### src/rtl/core_if_fetch.sv
// core_if_fetch: sequential instruction fetch with an in-order response buffer and redirect flush.
// Optional CORE_IFU_BYPASS_EN forwards a response to decode in the cycle it arrives when the buffer is empty.
module core_if_fetch #(
    parameter logic [31:0] RESET_PC  = 32'h8000_0000,
    parameter int          BUF_DEPTH = 2
) (
    input  logic        clk,
    input  logic        rst,
    input  logic        i_redirect_valid,
    input  logic [31:0] i_redirect_pc,
    input  logic        i_halt,
    output logic        o_ifu_req_valid,
    output logic [31:0] o_ifu_req_addr,
    input  logic        i_ifu_req_ready,
    input  logic        i_ifu_rsp_valid,
    input  logic [31:0] i_ifu_rsp_inst,
    input  logic        i_ifu_rsp_err,
    output logic        o_inst_valid,
    output logic [31:0] o_inst,
    output logic [31:0] o_inst_pc,
    output logic        o_inst_err,
    input  logic        i_inst_ready
);
    // state    | meaning
    // RUN      | issuing sequential requests while credit remains
    // HALT     | no new requests; in-flight responses still buffered and drained
    // ERR_WAIT | a fetch error was taken; no requests until a redirect
    typedef enum logic [1:0] {RUN, HALT, ERR_WAIT} state_t;

    localparam int PW = $clog2(BUF_DEPTH);
    localparam int CW = $clog2(BUF_DEPTH + 1);
    localparam logic [CW-1:0] DEPTH_C = CW'(BUF_DEPTH);

    state_t                 state;
    logic [31:0]            pc;
    logic [CW-1:0]          outstanding;
    logic [CW-1:0]          drop_cnt;
    logic [CW-1:0]          buf_count;
    logic [31:0]            pcq [BUF_DEPTH];
    logic [PW-1:0]          pcq_wr;
    logic [PW-1:0]          pcq_rd;
    logic [31:0]            buf_pc [BUF_DEPTH];
    logic [31:0]            buf_inst [BUF_DEPTH];
    logic [BUF_DEPTH-1:0]   buf_err;
    logic [PW-1:0]          buf_wr;
    logic [PW-1:0]          buf_rd;

    logic req_fire;
    logic rsp_take;
    logic err_in;
    logic buf_empty;
    logic buf_push;
    logic buf_pop;
    logic unused_redirect_lsbs;

    assign unused_redirect_lsbs = ^i_redirect_pc[1:0];

    assign buf_empty       = (buf_count == '0);
    assign o_ifu_req_valid = ~rst & (state == RUN) & ~i_redirect_valid &
                             (({1'b0, outstanding} + {1'b0, buf_count}) < {1'b0, DEPTH_C});
    assign o_ifu_req_addr  = pc;
    assign req_fire        = o_ifu_req_valid & i_ifu_req_ready;
    // Responses during a redirect or while stale requests remain are never taken.
    assign rsp_take        = i_ifu_rsp_valid & (drop_cnt == '0) & ~i_redirect_valid;
    assign err_in          = rsp_take & i_ifu_rsp_err;

`ifdef CORE_IFU_BYPASS_EN
    logic byp;
    assign byp          = rsp_take & buf_empty;
    assign o_inst_valid = ~i_redirect_valid & (byp | ~buf_empty);
    assign o_inst       = byp ? i_ifu_rsp_inst : buf_inst[buf_rd];
    assign o_inst_pc    = byp ? pcq[pcq_rd]    : buf_pc[buf_rd];
    assign o_inst_err   = byp ? i_ifu_rsp_err  : buf_err[buf_rd];
    assign buf_push     = rsp_take & ~(byp & i_inst_ready);
`else
    assign o_inst_valid = ~buf_empty;
    assign o_inst       = buf_inst[buf_rd];
    assign o_inst_pc    = buf_pc[buf_rd];
    assign o_inst_err   = buf_err[buf_rd];
    assign buf_push     = rsp_take;
`endif
    assign buf_pop = ~buf_empty & i_inst_ready & ~i_redirect_valid;

    always_ff @(posedge clk or posedge rst) begin
        if (rst) begin
            state       <= RUN;
            pc          <= RESET_PC;
            outstanding <= '0;
            drop_cnt    <= '0;
            buf_count   <= '0;
            pcq_wr      <= '0;
            pcq_rd      <= '0;
            buf_wr      <= '0;
            buf_rd      <= '0;
            buf_err     <= '0;
            for (int i = 0; i < BUF_DEPTH; i++) begin
                pcq[i]      <= '0;
                buf_pc[i]   <= '0;
                buf_inst[i] <= '0;
            end
        end else if (i_redirect_valid) begin
            // Every request still in flight becomes stale; a response arriving now is one of them.
            state       <= i_halt ? HALT : RUN;
            pc          <= {i_redirect_pc[31:2], 2'b00};
            outstanding <= outstanding - CW'(i_ifu_rsp_valid);
            drop_cnt    <= outstanding - CW'(i_ifu_rsp_valid);
            buf_count   <= '0;
            pcq_wr      <= '0;
            pcq_rd      <= '0;
            buf_wr      <= '0;
            buf_rd      <= '0;
        end else begin
            case (state)
                RUN: begin
                    if (err_in)      state <= ERR_WAIT;
                    else if (i_halt) state <= HALT;
                end
                HALT: begin
                    if (err_in)       state <= ERR_WAIT;
                    else if (!i_halt) state <= RUN;
                end
                default: state <= state;
            endcase
            if (req_fire) begin
                pc          <= pc + 32'd4;
                pcq[pcq_wr] <= pc;
                pcq_wr      <= pcq_wr + PW'(1);
            end
            if (rsp_take) pcq_rd <= pcq_rd + PW'(1);
            outstanding <= outstanding + CW'(req_fire) - CW'(i_ifu_rsp_valid);
            if (i_ifu_rsp_valid && drop_cnt != '0) drop_cnt <= drop_cnt - CW'(1);
            if (buf_push) begin
                buf_pc[buf_wr]   <= pcq[pcq_rd];
                buf_inst[buf_wr] <= i_ifu_rsp_inst;
                buf_err[buf_wr]  <= i_ifu_rsp_err;
                buf_wr           <= buf_wr + PW'(1);
            end
            if (buf_pop) buf_rd <= buf_rd + PW'(1);
            buf_count <= buf_count + CW'(buf_push) - CW'(buf_pop);
        end
    end

    always_ff @(posedge clk) begin
        if (!rst) assert (!(buf_push && buf_count == DEPTH_C));
    end

endmodule
### config.mk
export PLATFORM = sky130hd
export DESIGN_NAME = core_if_fetch
export DESIGN_NICKNAME = d
export VERILOG_FILES = /design/src/rtl/core_if_fetch.sv
export SDC_FILE = /design/constraint.sdc
export NUM_CORES = 1
export LEC_CHECK = 0
export BUFFER_PORTS_ARGS = -buffer_cell sky130_fd_sc_hd__buf_2
export CAP_MARGIN = 5
export CORE_MARGIN = 4
export CORE_UTILIZATION = 45
export CTS_CLUSTER_SIZE = 8
export DETAILED_ROUTE_END_ITERATION = 8
export PLACE_DENSITY_LB_ADDON = 0.12
export SYNTH_ARGS = -nofsm -noshare
export SYNTH_HDL_FRONTEND = slang
export SYNTH_SLANG_ARGS = --single-unit
### constraint.sdc
create_clock -name clk -period 14.8 [get_ports clk]
set_clock_uncertainty 0.05 [all_clocks]
set_input_delay 2.96 -clock clk [delete_from_list [all_inputs] [get_ports clk]]
set_output_delay 2.96 -clock clk [all_outputs]
set_load 0.02 [all_outputs]
======== Yosys cells after proc, flatten, opt, wreduce, memory -nomap -nowiden ========
Cells that the tools add are included.
W data, S select, Z words.
operators by class
  reduce and logical (&&, ||, !) cells .... 16
  magnitude comparators ................... 10
  eq/ne operators ......................... 3
  bitwise operators ....................... 16
  multiplexer cells ....................... 42
  add/subtract/negate cells ............... 12
operators with widths
  kind                     count
  $mux W32                 13
  $bwmux W64               3
  $demux W32 S1            2
  $add A32 B3 Y32 const B  1
  $mux W2                  9
  $mux W1                  12
  $reduce_bool A2 Y1       5
  $and A1 B1 Y1            9
  $ge A2 B2 Y1 const B     4
  $ne A4 B4 Y1 const B     2
  $not A1 Y2               4
  $logic_not A2 Y1         3
  $sub A2 B1 Y2            3
  $add A1 B1 Y1 const B    4
  $add A2 B1 Y2            2
  $logic_and A1 B1 Y1      4
  $lt A1 B2 Y1 const B     2
  $lt A2 B1 Y1 const B     2
  $pmux W2 S2              1
  $reduce_and A2 Y1        2
  $add A2 B2 Y3            1
  $lt A3 B2 Y1 const B     1
  $not A1 Y1               3
  $reduce_and A3 Y1        1
  6 further kinds          6
word-level totals
  bits of input ports ..................... 72
  word-level logic and storage cells ...... 115
  flip-flop bits (word level) ............. 238

======== Logic depth before layout (Yosys ltp) ========
Gate-level depths: netlist of run 1.
  word-level depth ........................ 8
  gate-level depth with buffers ........... 13

======== Worst setup path after synthesis of run 1 ========
OpenSTA, ideal clock, no wires.
  kind .................................... input to output
  start ................................... input rst
  end ..................................... output o_ifu_req_valid
  stages on the path ...................... 2
  path buffers ............................ 0
  slack ................................... 8.335 ns
  data arrival time ....................... 3.455 ns
  cell sequence ........................... nor4_2 and2_1
between the ends
  longest elaborated chain between the ends .. 4
ends and longest elaborated chain
  item                         RTL line  RTL
  start: declaration           8         input logic rst,
  $not A1 Y1                   59        assign o_ifu_req_valid = ~rst & (state == RUN) & ~i_redirect_valid &
  $and A1 B1 Y1 (3 in series)  59
  end: declaration             12        output logic o_ifu_req_valid,
No other way between the ends.

======== Final worst setup path of run 1 ========
  start ................................... input i_redirect_valid
  end ..................................... output o_ifu_req_valid
between the ends
  longest elaborated chain between the ends .. 3
ends and longest elaborated chain
  item                         RTL line  RTL
  start: declaration           9         input logic i_redirect_valid,
  $not A1 Y1 (no line)         n/a
  $and A1 B1 Y1 (2 in series)  59
No other way between the ends.

==> load_flow_metrics.sql, run 1 <==
INSERT INTO impl_metrics (metric_group, metric, value, unit) VALUES
('setup_path', 'critical_path_peak_fanout', '62', ''),
('power', 'pwr-share-seq', '40.3', '%'),
('sta', 'finalSetupViolCount', '0', ''),
('floorplan', 'rows', '55', ''),
('floorplan', 'pin_count', '171', ''),
('setup_path', 'required', '11790', 'ps'),
('placed_design', 'place_congestion', '0.732', ''),
('yosys', 'synthesis.area', '0.0104', 'sq mm'),
('setup_path', 'worst-setup-path-type', 'primary input to output port', ''),
('power', 'power.share.combinational', '31.2', '%'),
('routing', 'antenna_violating_nets_post_route', '0', ''),
('grt', 'grt_use_total', '18.4', '%'),
('sta', 'timing.final.hold_violations', '0', ''),
('sta', 'max_freq', '142', 'MHz'),
('final_layout', 'area_growth', '18.2', '%'),
('final_layout', 'fin_nets', '1086', ''),
('clocking', 'cts-hold-fix-buffers', '0', ''),
('sta', 'worst-slew-pin-transition', '1150', 'ps'),
('setup_path', 'worstPathArrival', '4030', 'ps'),
('sta', 'slew_violations', '0', ''),
('routing', 'vias_per_cell', '5.40', ''),
('final_layout', 'filler_cells_inserted', '1966', ''),
('sta', 'final.hold.worst_slack', '422', 'ps'),
('grt', 'wire_length_of_the_first_global_routing_pass', '38800', 'microns'),
('sta', 'rsz_0062_raised_after_global_routing', 'no', ''),
('routing', 'drc_errors', '0', ''),
('yosys', 'synth.lib_cells_used.distinct', '53', ''),
('grt', 'globalRoute.totalOverflow', '0', ''),
('grt', 'via_count_of_the_first_global_routing_pass', '7290', ''),
('sta', 'relative_max_transition_margin', '23.1', '%'),
('routing', 'wl_per_cell', '18.2', 'microns'),
('sta', 'min_period', '7040', 'ps'),
('routing', 'finalWirelength', '23700', 'microns'),
('yosys', 'post_synthesis_instance_total', '859', ''),
('power', 'netSwitchingPower', '0.000807', 'W'),
('power', 'power.internal', '0.00166', 'W'),
('final_layout', 'most-common-layout-cells', '225 x sky130_fd_sc_hd__dfrtp_1, 183 x sky130_fd_sc_hd__mux2_2, 164 x sky130_fd_sc_hd__buf_2', ''),
('outcome', 'status', 'finished clean', ''),
('floorplan', 'start_util', '45.8', '%'),
('clocking', 'clock_tree.root_cell', 'sky130_fd_sc_hd__clkbuf_16', ''),
('floorplan', 'design.die.area', '0.0255', 'sq mm'),
('yosys', 'yosys_most_used_dff', 'sky130_fd_sc_hd__dfrtp_1', ''),
('worst_hold_path', 'hold_class', 'flop to flop', ''),
('clocking', 'cts_sink_count', '228', ''),
('floorplan', 'core_region_area', '0.0226', 'sq mm'),
('yosys', 'synth-seq-area-share', '55.1', '%'),
('final_layout', 'layout_commonest_cell', 'sky130_fd_sc_hd__dfrtp_1', ''),
('setup_path', 'worstSetupStartpointType', 'primary input', ''),
('clocking', 'clk-insertion-delay-late', '490', 'ps'),
('job', 'max_cap_violations', '0', ''),
('clocking', 'cts-root-to-sink-buffers', '3', ''),
('placed_design', 'portBuffers', '164', ''),
('floorplan', 'chipHeight', '160', 'microns'),
('clocking', 'tritoncts.num_buffers', '34', ''),
('floorplan', 'die-width', '160', 'microns'),
('power', 'vdd_ir_drop_max', '0.115', 'mV'),
('clocking', 'depth_of_the_cts_h_tree', '2', ''),
('yosys', 'synthesized_area_per_cell', '12.1', 'sq um'),
('setup_path', 'worstSetupEndpointType', 'output port', ''),
('power', 'share_of_total_power_in_the_clock_network', '28.4', '%'),
('clocking', 'tritoncts', 'yes', ''),
('sta', 'fin_setup_tns', '0', 'ps'),
('setup_path', 'reg2reg_depth', '11', ''),
('final_layout', 'drive_gt1_share', '40.1', '%'),
('placed_design', 'hpwl', '14600', 'microns'),
('clocking', 'postCtsSetupRepairBufs', '0', ''),
('routing', 'vias', '7025', ''),
('yosys', 'synth_seq_cells', '228', ''),
('clocking', 'ctsResizeCount', '0', ''),
('yosys', 'synth_edf_count', '0', ''),
('power', 'power.share.switching', '32.8', '%'),
('yosys', 'asyncSetResetFlopFracSynth', '100', '%'),
('routing', 'dr.first_iter.drc_count', '352', ''),
('worst_hold_path', 'min_path_cells', '2', ''),
('sta', 'final_critical_path_setup_slack', '7760', 'ps'),
('power', 'cellLeakagePower', '5.72', 'nW'),
('sta', 'fin_crit_sh', '47.5', '%'),
('routing', 'drt_pass1_iterations', '4', ''),
('final_layout', 'diodes', '0', ''),
('grt', 'initial_antenna_violation_count', '0', ''),
('power', 'p_per_area', '201', 'mW/mm^2'),
('clocking', 'clkTransAtPathRegs', '50', 'ps'),
('grt', 'maximum_number_of_pins_on_one_net_before_global_route_repair', '154', ''),
('placed_design', 'dp_slack', '7760', 'ps'),
('yosys', 'ys_warn_count', '0', '');
## worst max-delay path, cell delays in order
cell and delay [ps]:
sky130_fd_sc_hd__buf_2 70, sky130_fd_sc_hd__buf_4 530, sky130_fd_sc_hd__nor2_1 100, sky130_fd_sc_hd__and2_1 160, sky130_fd_sc_hd__buf_2 160
## cell usage after synthesis, types with 2 or more instances
cell type	n	area [sq um]
sky130_fd_sc_hd__a21o_1	2	15.0
sky130_fd_sc_hd__nand3b_1	6	45.0
sky130_fd_sc_hd__nand2b_1	5	31.3
sky130_fd_sc_hd__buf_4	8	60.1
sky130_fd_sc_hd__a22oi_1	6	45.0
sky130_fd_sc_hd__nor2_2	4	25.0
sky130_fd_sc_hd__o21ai_0	51	255
sky130_fd_sc_hd__o311ai_0	3	26.3
sky130_fd_sc_hd__a41oi_1	2	17.5
sky130_fd_sc_hd__nor3_1	3	15.0
sky130_fd_sc_hd__and2_1	4	25.0
sky130_fd_sc_hd__a21oi_1	32	160
sky130_fd_sc_hd__a221o_1	6	60.1
sky130_fd_sc_hd__o21ai_1	2	10.0
sky130_fd_sc_hd__mux2_1	2	22.5
sky130_fd_sc_hd__or3_1	3	18.8
sky130_fd_sc_hd__buf_2	23	115
sky130_fd_sc_hd__nand2_1	73	274
sky130_fd_sc_hd__clkbuf_2	2	10.0
sky130_fd_sc_hd__inv_1	11	41.3
sky130_fd_sc_hd__ha_1	7	87.6
sky130_fd_sc_hd__dfrtp_1	227	5680
sky130_fd_sc_hd__nand4_1	15	93.8
sky130_fd_sc_hd__nand3_1	18	90.1
sky130_fd_sc_hd__xor2_1	10	87.6
sky130_fd_sc_hd__nor2_1	48	180
sky130_fd_sc_hd__clkbuf_1	23	86.3
sky130_fd_sc_hd__a31oi_1	2	12.5
sky130_fd_sc_hd__mux2_2	183	2060
sky130_fd_sc_hd__or4_1	2	15.0
sky130_fd_sc_hd__buf_1	2	7.51
sky130_fd_sc_hd__nor2b_1	3	18.8
sky130_fd_sc_hd__and4_1	2	17.5
sky130_fd_sc_hd__o211ai_1	9	67.6
sky130_fd_sc_hd__nand4_2	2	25.0
sky130_fd_sc_hd__xnor2_1	3	26.3
sky130_fd_sc_hd__nor4_1	2	12.5
sky130_fd_sc_hd__buf_6	3	33.8
sky130_fd_sc_hd__mux2i_1	33	330
sky130_fd_sc_hd__and3_1	4	25.0
## flip-flops by register name, indices dropped and copies added (netlist names)
register and flops:
pcq 60, drop_cnt 2, pcq_rd 1, pcq_wr 1, buf_wr 1, state 2
buf_inst 64, buf_err 2, outstanding 2, o_ifu_req_addr 30, buf_rd 1, buf_pc 60
buf_count 2
## worst paths after layout
kind,start,end,slack (ps)
worst max-delay path,i_redirect_valid,o_ifu_req_valid,7760
max in group asynchronous,rst,buf_pc[35],10430
worst min-delay path,buf_pc[24],buf_pc[24],420
worst min register to register,buf_pc[24],buf_pc[24],420
min in group asynchronous,rst,buf_inst[49],2710
worst max register to register,outstanding[0],outstanding[1],11280
## metrics by stage
stage	cell area (sq um)	utilization (%)	total power, W	std cells
after floorplan	10400	-	0.00155	862
after global placement	11300	49.9	0.00176	1255
after detailed placement	11300	49.9	0.00178	1255
after CTS	12200	54.1	0.00250	1301
after global routing	12200	54.1	0.00262	1301
final	12200	54.1	0.00246	1301
## layer usage
metal | vias to the layer above | global-route usage, % | part of all wire, %
li1 | 3336 | - | -
met1 | 3478 | 26.1 | 48
met2 | 178 | 29.4 | 46
met3 | 33 | 3.69 | 4.5
met4 | 0 | 4.42 | 1.6
met5 | - | 0 | 0
## power groups by stage
stage / sequential, W / clock (W) / combinational (W)
global placement: 0.000995 / 0 / 0.000765
CTS: 0.000996 / 0.000719 / 0.000781
detailed placement: 0.00100 / 0 / 0.000776
global route: 0.00102 / 0.000750 / 0.000847
finish: 0.000994 / 0.000700 / 0.000769
floorplan: 0.000952 / 0 / 0.000599
## cell type report
class                   count  area (sq um)  area share [%]
repair buffers            169           858            7.01
clock buffers              44           910            7.43
flip-flops and latches    228          5710            46.6
multi-input cells         561          4320            35.3
clock inverters             2          38.8           0.317
inverters                  12          52.6           0.429
well taps                 285           357            2.91
## kinds of logic (layout without fill, tap and decap cells)
kind of cell / after synthesis / count (layout) / share of synthesized area, %
buffers and inverters: 73 / 227 / 3.45
AO/OA/AOI/OAI: 120 / 120 / 6.87
XOR/XNOR: 13 / 13 / 1.10
other: 1 / 4 / 0.0362
multiplexers: 218 / 218 / 23.3
adder cells (fa/ha/maj): 8 / 8 / 1.04
AND/OR/NAND/NOR: 198 / 198 / 9.12
flip-flops: 228 / 228 / 55.1
(Power assumes the default switching activity.)
==> inputs of run 2 (changes only) <==
clock period = 6 ns   (was 14.8 ns; I/O delays follow)
==> load_flow_metrics.sql, run 2 (synthesis gave the netlist of run 1 again) <==
INSERT INTO impl_metrics (metric_group, metric, value, unit) VALUES
('placed_design', 'place_congestion', '0.752', ''),
('setup_path', 'required', '4750', 'ps'),
('grt', 'grt_util_met3', '4.39', '%'),
('power', 'pwr-share-seq', '41.0', '%'),
('grt', 'wire_length_of_the_first_global_routing_pass', '39000', 'microns'),
('setup_path', 'critical_path_peak_fanout', '34', ''),
('floorplan', 'core_region_area', '0.0226', 'sq mm'),
('power', 'p_total', '0.00598', 'W'),
('clocking', 'clk-insertion-delay-late', '480', 'ps'),
('clocking', 'tritoncts', 'yes', ''),
('power', 'p_per_area', '490', 'mW/mm^2'),
('setup_path', 'worst-setup-path-type', 'flop to output port', ''),
('final_layout', 'finalCoreUtilization', '53.9', '%'),
('power', 'netSwitchingPower', '0.00196', 'W'),
('power', 'share_of_total_power_in_the_clock_network', '27.5', '%'),
('placed_design', 'hpwl', '14700', 'microns'),
('routing', 'dr.first_iter.drc_count', '290', ''),
('grt', 'global_route.peak_usage_layer', 'met2', ''),
('final_layout', 'fin_nets', '1087', ''),
('grt', 'grt_use_met1', '25.8', '%'),
('clocking', 'cts-hold-fix-buffers', '0', ''),
('clocking', 'clock_tree.root_cell', 'sky130_fd_sc_hd__clkbuf_16', ''),
('setup_path', 'worstPathArrival', '2560', 'ps'),
('grt', 'met2_usage', '29.3', '%'),
('sta', 'relative_max_transition_margin', '25.1', '%'),
('clocking', 'postCtsSetupRepairBufs', '0', ''),
('routing', 'wl_per_cell', '18.3', 'microns'),
('grt', 'initial_antenna_violation_count', '2', ''),
('setup_path', 'critical_path.reg2reg.endpoint', 'outstanding[1]', ''),
('floorplan', 'die-width', '160', 'microns'),
('worst_hold_path', 'min_path_cells', '2', ''),
('worst_hold_path', 'hold_path_end', 'buf_pc[23]', ''),
('final_layout', 'diodes', '0', ''),
('setup_path', 'cp_cell_sequence', 'buf_4 > mux2_2 > buf_2', ''),
('floorplan', 'design.die.area', '0.0255', 'sq mm'),
('power', 'power.internal', '0.00402', 'W'),
('routing', 'vias', '7082', ''),
('placed_design', 'portBuffers', '164', ''),
('clocking', 'clkTransAtPathRegs', '50', 'ps'),
('worst_hold_path', 'min_from', 'buf_pc[23]', ''),
('final_layout', 'max_reg_flops', '64', ''),
('sta', 'fin_setup_tns', '0', 'ps'),
('floorplan', 'pin_count', '171', ''),
('clocking', 'cts-root-to-sink-buffers', '3', ''),
('floorplan', 'start_util', '45.8', '%'),
('power', 'power.share.switching', '32.7', '%'),
('sta', 'worst-slew-pin-transition', '1120', 'ps'),
('grt', 'maximum_number_of_pins_on_one_net_before_global_route_repair', '137', ''),
('final_layout', 'area_growth', '17.9', '%'),
('clocking', 'tritoncts.num_buffers', '34', ''),
('setup_path', 'critical-path-max-stage-delay', '970', 'ps'),
('final_layout', 'regMostFlops', 'buf_inst', ''),
('setup_path', 'regToRegSetupSlack', '2530', 'ps'),
('routing', 'antenna_violating_nets_post_route', '0', ''),
('sta', 'rsz_0062_raised_after_global_routing', 'no', ''),
('power', 'power.share.combinational', '31.6', '%'),
('final_layout', 'layout_commonest_cell', 'sky130_fd_sc_hd__dfrtp_1', ''),
('routing', 'vias_per_cell', '5.47', ''),
('sta', 'timing.final.hold_violations', '0', ''),
('grt', 'via_count_of_the_first_global_routing_pass', '7309', ''),
('setup_path', 'critical_path.slowest_cell', 'sky130_fd_sc_hd__dfrtp_2', ''),
('floorplan', 'chipHeight', '160', 'microns'),
('final_layout', 'layout_top_registers', 'buf_inst: 64 flops, buf_pc: 60 flops, pcq: 60 flops', ''),
('sta', 'fin_crit_sh', '63.5', '%'),
('power', 'cellLeakagePower', '5.70', 'nW'),
('sta', 'min_period', '3810', 'ps'),
('power', 'vdd_ir_drop_max', '0.221', 'mV'),
('floorplan', 'rows', '55', ''),
('setup_path', 'regToRegStartpoint', 'outstanding[0]', ''),
('setup_path', 'reg2reg_depth', '11', ''),
('clocking', 'cts_sink_count', '228', ''),
('setup_path', 'worstSetupEndpointType', 'output port', ''),
('sta', 'slew_violations', '0', ''),
('grt', 'grt_use_total', '18.5', '%'),
('clocking', 'depth_of_the_cts_h_tree', '2', ''),
('routing', 'drc_errors', '0', ''),
('final_layout', 'drive_gt1_share', '40.4', '%'),
('routing', 'drt_pass1_iterations', '4', ''),
('grt', 'globalRoute.totalOverflow', '0', ''),
('job', 'max_cap_violations', '0', ''),
('setup_path', 'worstSetupStartpointType', 'flop', ''),
('sta', 'finalSetupViolCount', '0', ''),
('final_layout', 'most-common-layout-cells', '225 x sky130_fd_sc_hd__dfrtp_1, 183 x sky130_fd_sc_hd__mux2_2, 164 x sky130_fd_sc_hd__buf_2', ''),
('routing', 'finalWirelength', '23700', 'microns'),
('clocking', 'ctsResizeCount', '0', ''),
('sta', 'max_freq', '262', 'MHz'),
('worst_hold_path', 'hold_class', 'flop to flop', ''),
('outcome', 'status', 'finished clean', '');
## run 2: cell count changes in the layout (fill, tap and decap cells not counted), sizes merged
| cell | before | now |
|---|---|---|
| clkbuf | 44 | 37 |
| buf | 169 | 170 |
| bufinv | 1 | 0 |
| clkinv | 0 | 1 |
| clkinvlp | 0 | 1 |
| inv | 13 | 12 |
## run 2: how the worst max path moves through the flow
| stage | cells after the start | from | slack (ps) | end |
|---|---|---|---|---|
| finish | 3 | buf_rd | 2190 | o_inst[31] |
| CTS | 3 | buf_rd | 2120 | o_inst[6] |
| global route | 3 | buf_rd | 2030 | o_inst[31] |
| floorplan | 1 | rst | 1770 | buf_count[0] |
| global placement | 10 | rst | 2210 | outstanding[1] |
| detailed placement | 10 | rst | 2190 | outstanding[1] |
## run 2: worst max-delay path: cells and delay by family (launching register included)
kind,cells,cell delay [ps]
multiplexers,1,400
buffers and inverters,2,700
flip-flops,1,970
## run 2: cell type report
class	count	area (sq um)
repair buffers	170	878
flip-flops and latches	228	5710
clock inverters	2	13.8
multi-input cells	561	4320
clock buffers	37	883
inverters	12	48.8
well taps	285	357
fillers	1993	10400
## run 2: power groups by stage
stage | logic, W | registers, W | clock network, W
6_report | 0.00189 | 0.00245 | 0.00164
3_3_place_gp | 0.00188 | 0.00246 | 0
2_1_floorplan | 0.00148 | 0.00235 | 0
5_1_grt | 0.00208 | 0.00253 | 0.00178
4_1_cts | 0.00192 | 0.00246 | 0.00170
3_5_place_dp | 0.00191 | 0.00248 | 0
## run 2: per-layer routing
layer,vias to the layer above,share of wire (%)
met2,195,46
met3,49,6.1
met1,3510,46
met5,-,0.084
li1,3326,-
met4,2,2.3
## run 2: through the flow
step,setup WS [ps],cells,instance area [sq um],hold slack (ps)
2_1_floorplan,1770,862,10400,394
3_3_place_gp,2210,1256,11300,406
3_5_place_dp,2190,1256,11300,415
5_1_grt,2030,1295,12200,443
4_1_cts,2120,1295,12200,425
6_report,2190,1295,12200,421
